[src/rtl/apb_master.sv]
// -----------------------------------------------------------------------------
// apb_master
//   APB initiator between the core's load/store strobe bus and five APB
//   peripherals (RAM, GPO, GPI, GPIO, UART). It latches one request in IDLE,
//   runs SETUP then ACCESS, and returns a single-cycle o_ready pulse. An
//   unmapped address or a slave that never raises PREADY ends the transfer
//   with o_err=1.
//
// Ports
//   PCLK, PRESET          clock, asynchronous active-high reset
//   i_transfer            request strobe, sampled only in IDLE
//   i_write               1 = write, 0 = read
//   i_addr, i_wdata       byte address and write data
//   o_rdata               read data, nonzero only in a successful read completion
//   o_ready, o_err        completion pulse and its error qualifier
//   PADDR/PWRITE/PWDATA   APB request, held from latch until the next latch
//   PENABLE               APB access phase
//   PSEL0..4              slave selects: RAM, GPO, GPI, GPIO, UART
//   PRDATA0..4, PREADY0..4 slave responses
//
// Parameter
//   TIMEOUT               ACCESS cycles waited for PREADY (2..255)
// -----------------------------------------------------------------------------
module apb_master #(
   parameter int TIMEOUT = 16
) (
   input  logic        PCLK,
   input  logic        PRESET,
   input  logic        i_transfer,
   input  logic        i_write,
   input  logic [31:0] i_addr,
   input  logic [31:0] i_wdata,
   output logic [31:0] o_rdata,
   output logic        o_ready,
   output logic        o_err,
   output logic [31:0] PADDR,
   output logic        PWRITE,
   output logic        PENABLE,
   output logic [31:0] PWDATA,
   output logic        PSEL0,
   output logic        PSEL1,
   output logic        PSEL2,
   output logic        PSEL3,
   output logic        PSEL4,
   input  logic [31:0] PRDATA0,
   input  logic [31:0] PRDATA1,
   input  logic [31:0] PRDATA2,
   input  logic [31:0] PRDATA3,
   input  logic [31:0] PRDATA4,
   input  logic        PREADY0,
   input  logic        PREADY1,
   input  logic        PREADY2,
   input  logic        PREADY3,
   input  logic        PREADY4
);

   localparam int NSLV = 5;
   localparam int CW   = 8;

   typedef enum logic [1:0] {IDLE, SETUP, ACCESS} state_t;

   state_t             state_q, state_d;
   logic [CW-1:0]      cnt_q, cnt_d;
   logic [31:0]        paddr_q, paddr_d;
   logic [31:0]        pwdata_q, pwdata_d;
   logic               pwrite_q, pwrite_d;
   logic [NSLV-1:0]    sel_q, sel_d;
   logic               unmap_q, unmap_d;

   logic [NSLV-1:0]         pready_v;
   logic [NSLV-1:0][31:0]   prdata_v;
   logic [NSLV-1:0]         dec_sel;
   logic                    sel_ready;
   logic [31:0]             sel_rdata;
   logic                    in_access;
   logic                    timeout;
   logic                    done;
   logic                    err;

   assign pready_v = {PREADY4, PREADY3, PREADY2, PREADY1, PREADY0};
   assign prdata_v = {PRDATA4, PRDATA3, PRDATA2, PRDATA1, PRDATA0};

   // Peripheral page 0x1000_xxxx, slave number in bits [15:12].
   always_comb begin
      dec_sel = '0;
      for (int s = 0; s < NSLV; s++)
         dec_sel[s] = (i_addr[31:16] == 16'h1000) && (i_addr[15:12] == 4'(s));
   end

   // sel_q is one-hot or zero, so an AND-OR mux is enough and only the
   // selected slave can contribute ready/data.
   always_comb begin
      sel_rdata = '0;
      for (int s = 0; s < NSLV; s++)
         sel_rdata = sel_rdata | (prdata_v[s] & {32{sel_q[s]}});
   end
   assign sel_ready = |(sel_q & pready_v);

   assign in_access = (state_q == ACCESS);
   assign timeout   = (cnt_q == CW'(TIMEOUT - 1));
   // A PREADY in the timeout cycle still counts as a normal completion.
   assign done      = in_access && (unmap_q || sel_ready || timeout);
   assign err       = in_access && (unmap_q || (!sel_ready && timeout));

   assign o_ready = done;
   assign o_err   = err;
   assign o_rdata = (done && !err && !pwrite_q) ? sel_rdata : 32'h0;

   assign PADDR   = paddr_q;
   assign PWDATA  = pwdata_q;
   assign PWRITE  = pwrite_q;
   assign PENABLE = in_access;
   // sel_q keeps the last decode after completion; gate it with the state.
   assign PSEL0   = sel_q[0] && (state_q != IDLE);
   assign PSEL1   = sel_q[1] && (state_q != IDLE);
   assign PSEL2   = sel_q[2] && (state_q != IDLE);
   assign PSEL3   = sel_q[3] && (state_q != IDLE);
   assign PSEL4   = sel_q[4] && (state_q != IDLE);

   always_comb begin
      state_d  = state_q;
      cnt_d    = cnt_q;
      paddr_d  = paddr_q;
      pwdata_d = pwdata_q;
      pwrite_d = pwrite_q;
      sel_d    = sel_q;
      unmap_d  = unmap_q;
      unique case (state_q)
         IDLE: begin
            if (i_transfer) begin
               paddr_d  = i_addr;
               pwdata_d = i_wdata;
               pwrite_d = i_write;
               sel_d    = dec_sel;
               unmap_d  = ~|dec_sel;
               state_d  = SETUP;
            end
         end
         SETUP: begin
            cnt_d   = '0;
            state_d = ACCESS;
         end
         ACCESS: begin
            if (done)
               state_d = IDLE;
            else if (cnt_q != '1)
               cnt_d = cnt_q + 1'b1;
         end
         default: state_d = IDLE;
      endcase
   end

   always_ff @(posedge PCLK or posedge PRESET) begin
      if (PRESET) begin
         state_q  <= IDLE;
         cnt_q    <= '0;
         paddr_q  <= '0;
         pwdata_q <= '0;
         pwrite_q <= 1'b0;
         sel_q    <= '0;
         unmap_q  <= 1'b0;
      end else begin
         state_q  <= state_d;
         cnt_q    <= cnt_d;
         paddr_q  <= paddr_d;
         pwdata_q <= pwdata_d;
         pwrite_q <= pwrite_d;
         sel_q    <= sel_d;
         unmap_q  <= unmap_d;
      end
   end

endmodule

[config.mk]
export PLATFORM = sky130hd
export DESIGN_NAME = apb_master
export DESIGN_NICKNAME = d
export VERILOG_FILES = /design/src/rtl/apb_master.sv
export SDC_FILE = /design/constraint.sdc
export NUM_CORES = 1
export LEC_CHECK = 0
export CELL_PAD_IN_SITES_DETAIL_PLACEMENT = 1
export CELL_PAD_IN_SITES_GLOBAL_PLACEMENT = 2
export CORE_MARGIN = 3
export CORE_UTILIZATION = 18
export DETAILED_ROUTE_END_ITERATION = 7
export MAX_ROUTING_LAYER = met4
export PLACE_DENSITY_LB_ADDON = 0.25
export SLEW_MARGIN = 10
export SYNTH_ARGS = -nofsm -noshare
export SYNTH_HDL_FRONTEND = slang
export SYNTH_SLANG_ARGS = --single-unit
export TNS_END_PERCENT = 5
[constraint.sdc]
create_clock -name PCLK -period 4.8 [get_ports PCLK]
set_input_delay 0.48 -clock PCLK [delete_from_list [all_inputs] [get_ports PCLK]]
set_output_delay 0.48 -clock PCLK [all_outputs]
set_load 0.005 [all_outputs]
==> results of run 1 <==
## report_power, final
| part | switching (mW) | internal [mW] |
|---|---|---|
| sequential | 0.0867 | 0.826 |
| clock | 0.290 | 0.368 |
| combinational | 0.286 | 0.469 |
| total | 0.663 | 1.66 |
## kinds of logic (layout without fill, tap and decap cells)
family / count (synthesis) / after routing / synth area share, %
other cells: 0 / 1 / 0
mux: 4 / 4 / 0.9159
simple gates: 257 / 257 / 24.81
flops: 81 / 81 / 46.37
buf+inv: 45 / 366 / 5.037
fa+ha+maj: 1 / 1 / 0.2862
compound gates: 118 / 118 / 22.58
## layer usage
metal,vias to the layer above,part of all wire [%]
li1,2435,-
met3,35,9.7
met5,-,0
met4,0,2.9
met2,249,50
met1,2552,37
## per-stage QoR
stage,instances,hold slack [ns]
final,1147,0.4739
after global routing,1147,0.5063
after CTS,1146,0.4782
after detailed placement,1130,0.4618
after global placement,1130,0.4578
after floorplan,506,0.4637
## cell usage in the layout, fill, tap and decap left out, types with 3 or more instances in the layout
cell type,Yosys,final
a21oi_1,3,3
a21oi_2,30,30
a222oi_1,33,33
a22oi_1,32,32
buf_4,0,8
clkbuf_16,0,9
clkdlybuf4s50_1,0,337
dfrtp_1,81,81
inv_1,5,3
mux2i_1,4,4
nand2_1,209,209
nand3_1,5,5
nand3b_1,3,3
nor2_1,12,12
nor2b_1,5,5
nor4_1,7,7
nor4b_1,3,3
o21ai_0,5,5
o31ai_1,6,6
## state kept, by name, summed over array words and instances, names as in the netlist
register and count:
PADDR 32, PWDATA 32, cnt_q 8, sel_q 5
state_q 2, PWRITE 1, unmap_q 1
## cell type report
cell class                      instances  area, um^2
Clock buffer                           11       242.7
Antenna cell                            1       2.502
Inverter                                5       20.02
Clock inverter                          5       38.79
Timing Repair Buffer                  345        3433
Tap cell                              319       399.1
Multi-Input combinational cell        380        2126
Fill cell                            2759       15390
Sequential cell                        81        2027
## worst paths after layout
kind                               endpoint  cells after the start  startpoint  slack [ns]
worst max-delay path            o_rdata[31]                      6    sel_q[3]        0.85
worst min-delay path               PADDR[2]                      2    PADDR[2]        0.47
worst max register to register     sel_q[2]                      4  state_q[1]        2.26
worst min register to register     PADDR[2]                      2    PADDR[2]        0.47
max in group asynchronous          sel_q[3]                      3      PRESET        3.22
min in group asynchronous        PWDATA[13]                      2      PRESET        0.62
## worst max-delay path: cells and delay by family, from the launching register on
kind            cells  cell delay (ns)
compound gates      2             0.52
buf+inv             2             0.92
flops               1             0.32
simple gates        2             1.31
==> impl_results.md, run 1 <==
* Status: finished clean
* Global routing usage on met3 at 6.988%
* Syn Std Cell Area at 4372 um^2
* Setup Fix Bufs, Post-CTS at 0
* Clock latency at the later pin of the worst-skew pair at 0.34 ns
* Fin. Hold Viols at 0
* Clock Sinks at 81
* Slew Limit Fails at 0
* Crit path DAT at 3.47 ns
* Max Fclk at 253.3 MHz
* Vias in the first global route at 5813
* Critical Path End Type: output pin
* Max Root-Sink Buffers at 2
* Initial antenna violation count at 1
* First-pass GRT wire length at 35420 um
* GRT Total Usage at 18.33%
* Final period utilization at 82.25%
* Synth cell types at 38
* Hold-fix buffers, CTS at 0
* Type of origin of the critical path: flip-flop
* Final core occ at 35.00%
* FP Rows at 56
* Initial DRC Count at 262
* CTS H-tree lvls at 3
* Crit path cell chain: buf_4 > a222oi_1 > and3_1 > or4_2 > a21oi_1 > clkdlybuf4s50_1
* PortBufs at 337
* Detail Placement HPWL at 19000 um
* Sequential share of the synthesized area at 46.37%
* Post-synth EDFFs at 0
* Top FF cell, synth: dfrtp_1
* Data required time of the critical path at 4.32 ns
* Critical-path maximum fanout at 35
* Clk slew on worst S/H paths at 0.06 ns
* Pwr/cell area at 280.6 nW/um^2
* Slew of the pin with the lowest slew margin at 1.074 ns
* Final wirelength at 24240 um
* Layout cell share with drive strength beyond 1 at 7.255%
* CTS tree: done
* Die W at 161.8 um
* Drt drc at 0
* Placed cell area at 8005 um^2
* Grt total ovfl at 0
* Most frequent cell after synthesis: nand2_1
* Met1 Use GR at 18.53%
* Die H at 161.8 um
* Via count at 5271
* Clock root buffer: clkbuf_16
* Post-Synthesis Cells at 506
* Routability-driven placement congestion ratio at 0.9318
* Final worst setup slack at 0.8522 ns
* Post-route cell area at 8289 um^2
* Flops & latches, synth at 81
* Setup CP Type: flip-flop to output pin
* Yosys warning total at 0
* Largest stage delay, worst path at 1.11 ns
* Leak Pwr at 3.259 nW
* Vias per cell at 4.595
* Peak supply drop at 134.2 uV
* Mapped Avg Cell Area at 8.640 um^2
* Synth area leader: dfrtp_1
* Max-slew headroom at 28.40%
* Die ar. at 26190 um^2
* Total CTS buffers at 9
* Total power draw at 2.326 mW
* Most crowded layer after global routing: met2
* Most frequent cells after synthesis: nand2_1, dfrtp_1, a222oi_1
* Endpoints failing setup at 0
* CP max-delay cell: or4_2
* Final net count at 1056
* Core box area at 23680 um^2
* Cts repair resizes at 0
* Post-place setup slack at 1.033 ns
* ANT nets after route at 0
* Area grow syn2layout at 89.61%
* DR WL/cell at 21.13 um
* Skew final at 0.007254 ns
* Syn_nets at 740
* Tmin final at 3.948 ns
* Met2 usage at 32.08%
* Synth area leaders: dfrtp_1, nand2_1, a222oi_1
* FFs w/ async S/R, synth at 100.0%
* Drt first pass iters at 8
* HP Class: flip-flop to flip-flop
* Initial core utilization at 18.46%
* Synth top area share at 46.37%
* RSZ-0062 raised after global routing: no
* Setup TNS Final at 0 ns
* I/O Pins at 338
* Largest net degree at the start of global routing at 52
* Max Cap Viol at 0
(Power assumes the default switching activity.)
==> inputs of run 2 (changes only) <==
--- a/config.mk
+++ b/config.mk
@@ -8,7 +8,7 @@
 export CELL_PAD_IN_SITES_DETAIL_PLACEMENT = 1
 export CELL_PAD_IN_SITES_GLOBAL_PLACEMENT = 2
 export CORE_MARGIN = 3
-export CORE_UTILIZATION = 18
+export CORE_UTILIZATION = 17
 export DETAILED_ROUTE_END_ITERATION = 7
 export MAX_ROUTING_LAYER = met4
 export PLACE_DENSITY_LB_ADDON = 0.25
==> constraint.sdc (replaced) <==
create_clock -name PCLK -period 4 [get_ports PCLK]
set_input_delay 0.4 -clock PCLK [delete_from_list [all_inputs] [get_ports PCLK]]
set_output_delay 0.4 -clock PCLK [all_outputs]
set_load 0.005 [all_outputs]
==> run 2 against run 1 <==
Final cell count is 1.2% higher; combinational power grew 20%; clock power is 38% higher; sequential cell count did not move; design area rose by 0.92%; global-route usage decreased by 1.1 points; sequential power rose by 19%; wire length decreased by 2.2%; utilization shrank 1.9 points; clock skew grew 0.0011 ns; worst hold slack got worse by 0.11 ns; setup slack got worse by 0.080 ns.
==> impl_results.md, run 2 (synthesized netlist as in run 1, its figures left out) <==
* Tmin final at 3.228 ns
* Final core occ at 33.13% (-1.9 points)
* Initial antenna violation count at 1 (unchanged)
* Leak Pwr at 3.291 nW (+0.98%)
* Hold Slack at 0.3672 ns (-0.1066 ns)
* Slew Limit Fails at 0 (unchanged)
* Die H at 166.4 um (+2.8%)
* Fin cells at 1161 (+1.2%)
* Initial core utilization at 17.31% (-1.1 points)
* Fin. Hold Viols at 0 (unchanged)
* Most used cell, CP: clkdlybuf4s50_1
* Cts repair resizes at 0 (unchanged)
* Final period utilization at 80.69%
* Max Fclk at 309.8 MHz
* Crit path DAT at 2.83 ns (-0.64 ns)
* Drt drc at 0 (unchanged)
* Slew of the pin with the lowest slew margin at 0.6798 ns (-0.3941 ns)
* Peak supply drop at 211.2 uV (+57%)
* Final wirelength at 23720 um (-2.2%)
* Total CTS buffers at 9 (unchanged)
* CTS H-tree lvls at 3 (unchanged)
* Largest stage delay, worst path at 0.60 ns (-0.51 ns)
* GRT Total Usage at 17.20% (-1.1 points)
* Die ar. at 27680 um^2 (+5.7%)
* Core box area at 25250 um^2 (+6.6%)
* Detail Placement HPWL at 18290 um (-3.7%)
* Commonest non-fill, non-tap cell in the layout: clkdlybuf4s50_1
* Area grow syn2layout at 91.36%
* Endpoints failing setup at 0 (unchanged)
* Skew final at 0.008309 ns (+0.001055 ns)
* CP max-delay cell: or4_2
* Clock latency at the later pin of the worst-skew pair at 0.35 ns (about the same)
* Critical-path maximum fanout at 32 (-8.6%)
* I/O Pins at 338 (unchanged)
* Status: finished clean
* Setup CP Type: input pin to output pin
* Clock root buffer: clkbuf_16
* HP Class: input pin to asynchronous set/reset pin
* Largest net degree at the start of global routing at 53 (+1.9%)
* Critical Path End Type: output pin
* Data required time of the critical path at 3.60 ns (-0.72 ns)
* Placed Instances at 1144 (+1.2%)
* Vias per cell at 4.484 (-2.4%)
* Drt first pass iters at 6 (-2)
* CTS tree: done
* DR WL/cell at 20.43 um (-3.3%)
* ANT nets after route at 0 (unchanged)
* Initial DRC Count at 309 (+18%)
* Grt total ovfl at 0 (unchanged)
* R2R Path Start: sel_q[2]
* RSZ-0062 raised after global routing: no
* Type of origin of the critical path: input pin
* Setup TNS Final at 0 ns (unchanged)
* Max-slew headroom at 54.68% (+26 points)
* Max Root-Sink Buffers at 2 (unchanged)
* Max Cap Viol at 0 (unchanged)
* FP Rows at 58 (+3.6%)
* First-pass GRT wire length at 35640 um (+0.62%)
* Setup Fix Bufs, Post-CTS at 0 (unchanged)
* Final net count at 1059 (+0.28%)
* Clock Sinks at 81 (unchanged)
* Die W at 166.4 um (+2.8%)
* PortBufs at 337 (unchanged)
* Vias in the first global route at 5539 (-4.7%)
* Worst setup startpoint: PREADY0
* Clk slew on worst S/H paths at 0.06 ns (about the same)
* Via count at 5206 (-1.2%)
* Layout cell share with drive strength beyond 1 at 7.590% (+0.34 points)
* Hold-fix buffers, CTS at 0 (unchanged)
* Crit path cell chain: clkdlybuf4s50_1 > a222oi_1 > and3_1 > or4_2 > buf_4 > a21oi_1 > clkdlybuf4s50_1
* Most frequent cells in the layout: clkdlybuf4s50_1, nand2_1, dfrtp_1, a222oi_1, a22oi_1
* Pwr/cell area at 347.1 nW/um^2 (+24%)
* Routability-driven placement congestion ratio at 0.8217 (-12%)
-- run 2: cell count changes in the layout (fill, tap and decap cells not counted), sizes merged --
cell | previous run | this run
bufinv | 0 | 2
clkinv | 4 | 3
buf | 8 | 11
clkbuf | 11 | 10
-- run 2: path summary, 6_finish.rpt --
kind	end	slack, ns	cells after the start
worst max-delay path	o_rdata[31]	0.77	7
max in group asynchronous	PADDR[17]	2.88	3
worst max register to register	cnt_q[2]	1.75	5
worst min register to register	PWDATA[31]	0.47	2
worst min-delay path	PWDATA[20]	0.37	2
min in group PCLK	PWDATA[31]	0.47	2
-- run 2: routing by layer --
metal  vias up  wire [um]  global-route usage [%]  share of wire [%]
met5         -          0                       -                  0
met4         0        335                   3.945                1.4
met3        17       2242                   6.808                9.5
met2       236      11960                   29.79                 50
met1      2512       9179                   18.64                 39
li1       2441          -                       -                  -
-- run 2: power by group --
part / switching, mW / total (mW) / leakage [nW] / internal, mW
clock network: 0.358 / 0.908 / 0.153 / 0.550
registers: 0.100 / 1.09 / 1.02 / 0.991
logic: 0.339 / 0.905 / 2.12 / 0.566
total: 0.797 / 2.90 / 3.29 / 2.11
-- run 2: area by class of cell --
type,instances,area [um^2]
multi-input combinational,380,2128
fill,2956,16890
clock buffer,10,229.0
tap,330,412.9
sequential,81,2027
antenna,1,2.502
clock inverter,6,90.09
inverter,5,20.02
timing repair buffer,348,3456
-- run 2: critical path, delay by kind of cell --
| kind | cells | cell delay, ns |
|---|---|---|
| buffers and inverters | 3 | 1.30 |
| AO/OA/AOI/OAI | 2 | 0.32 |
| AND/OR/NAND/NOR | 2 | 0.78 |
-- run 2: stage by stage --
stage	instance area, um^2	setup WS [ns]	power (mW)
finish	8366	0.7725	2.904
floorplan	4372	1.520	1.330
detailed placement	8044	0.7581	2.029
global placement	8044	0.7869	2.024
global route	8366	0.6629	3.094
CTS	8363	0.7489	2.972
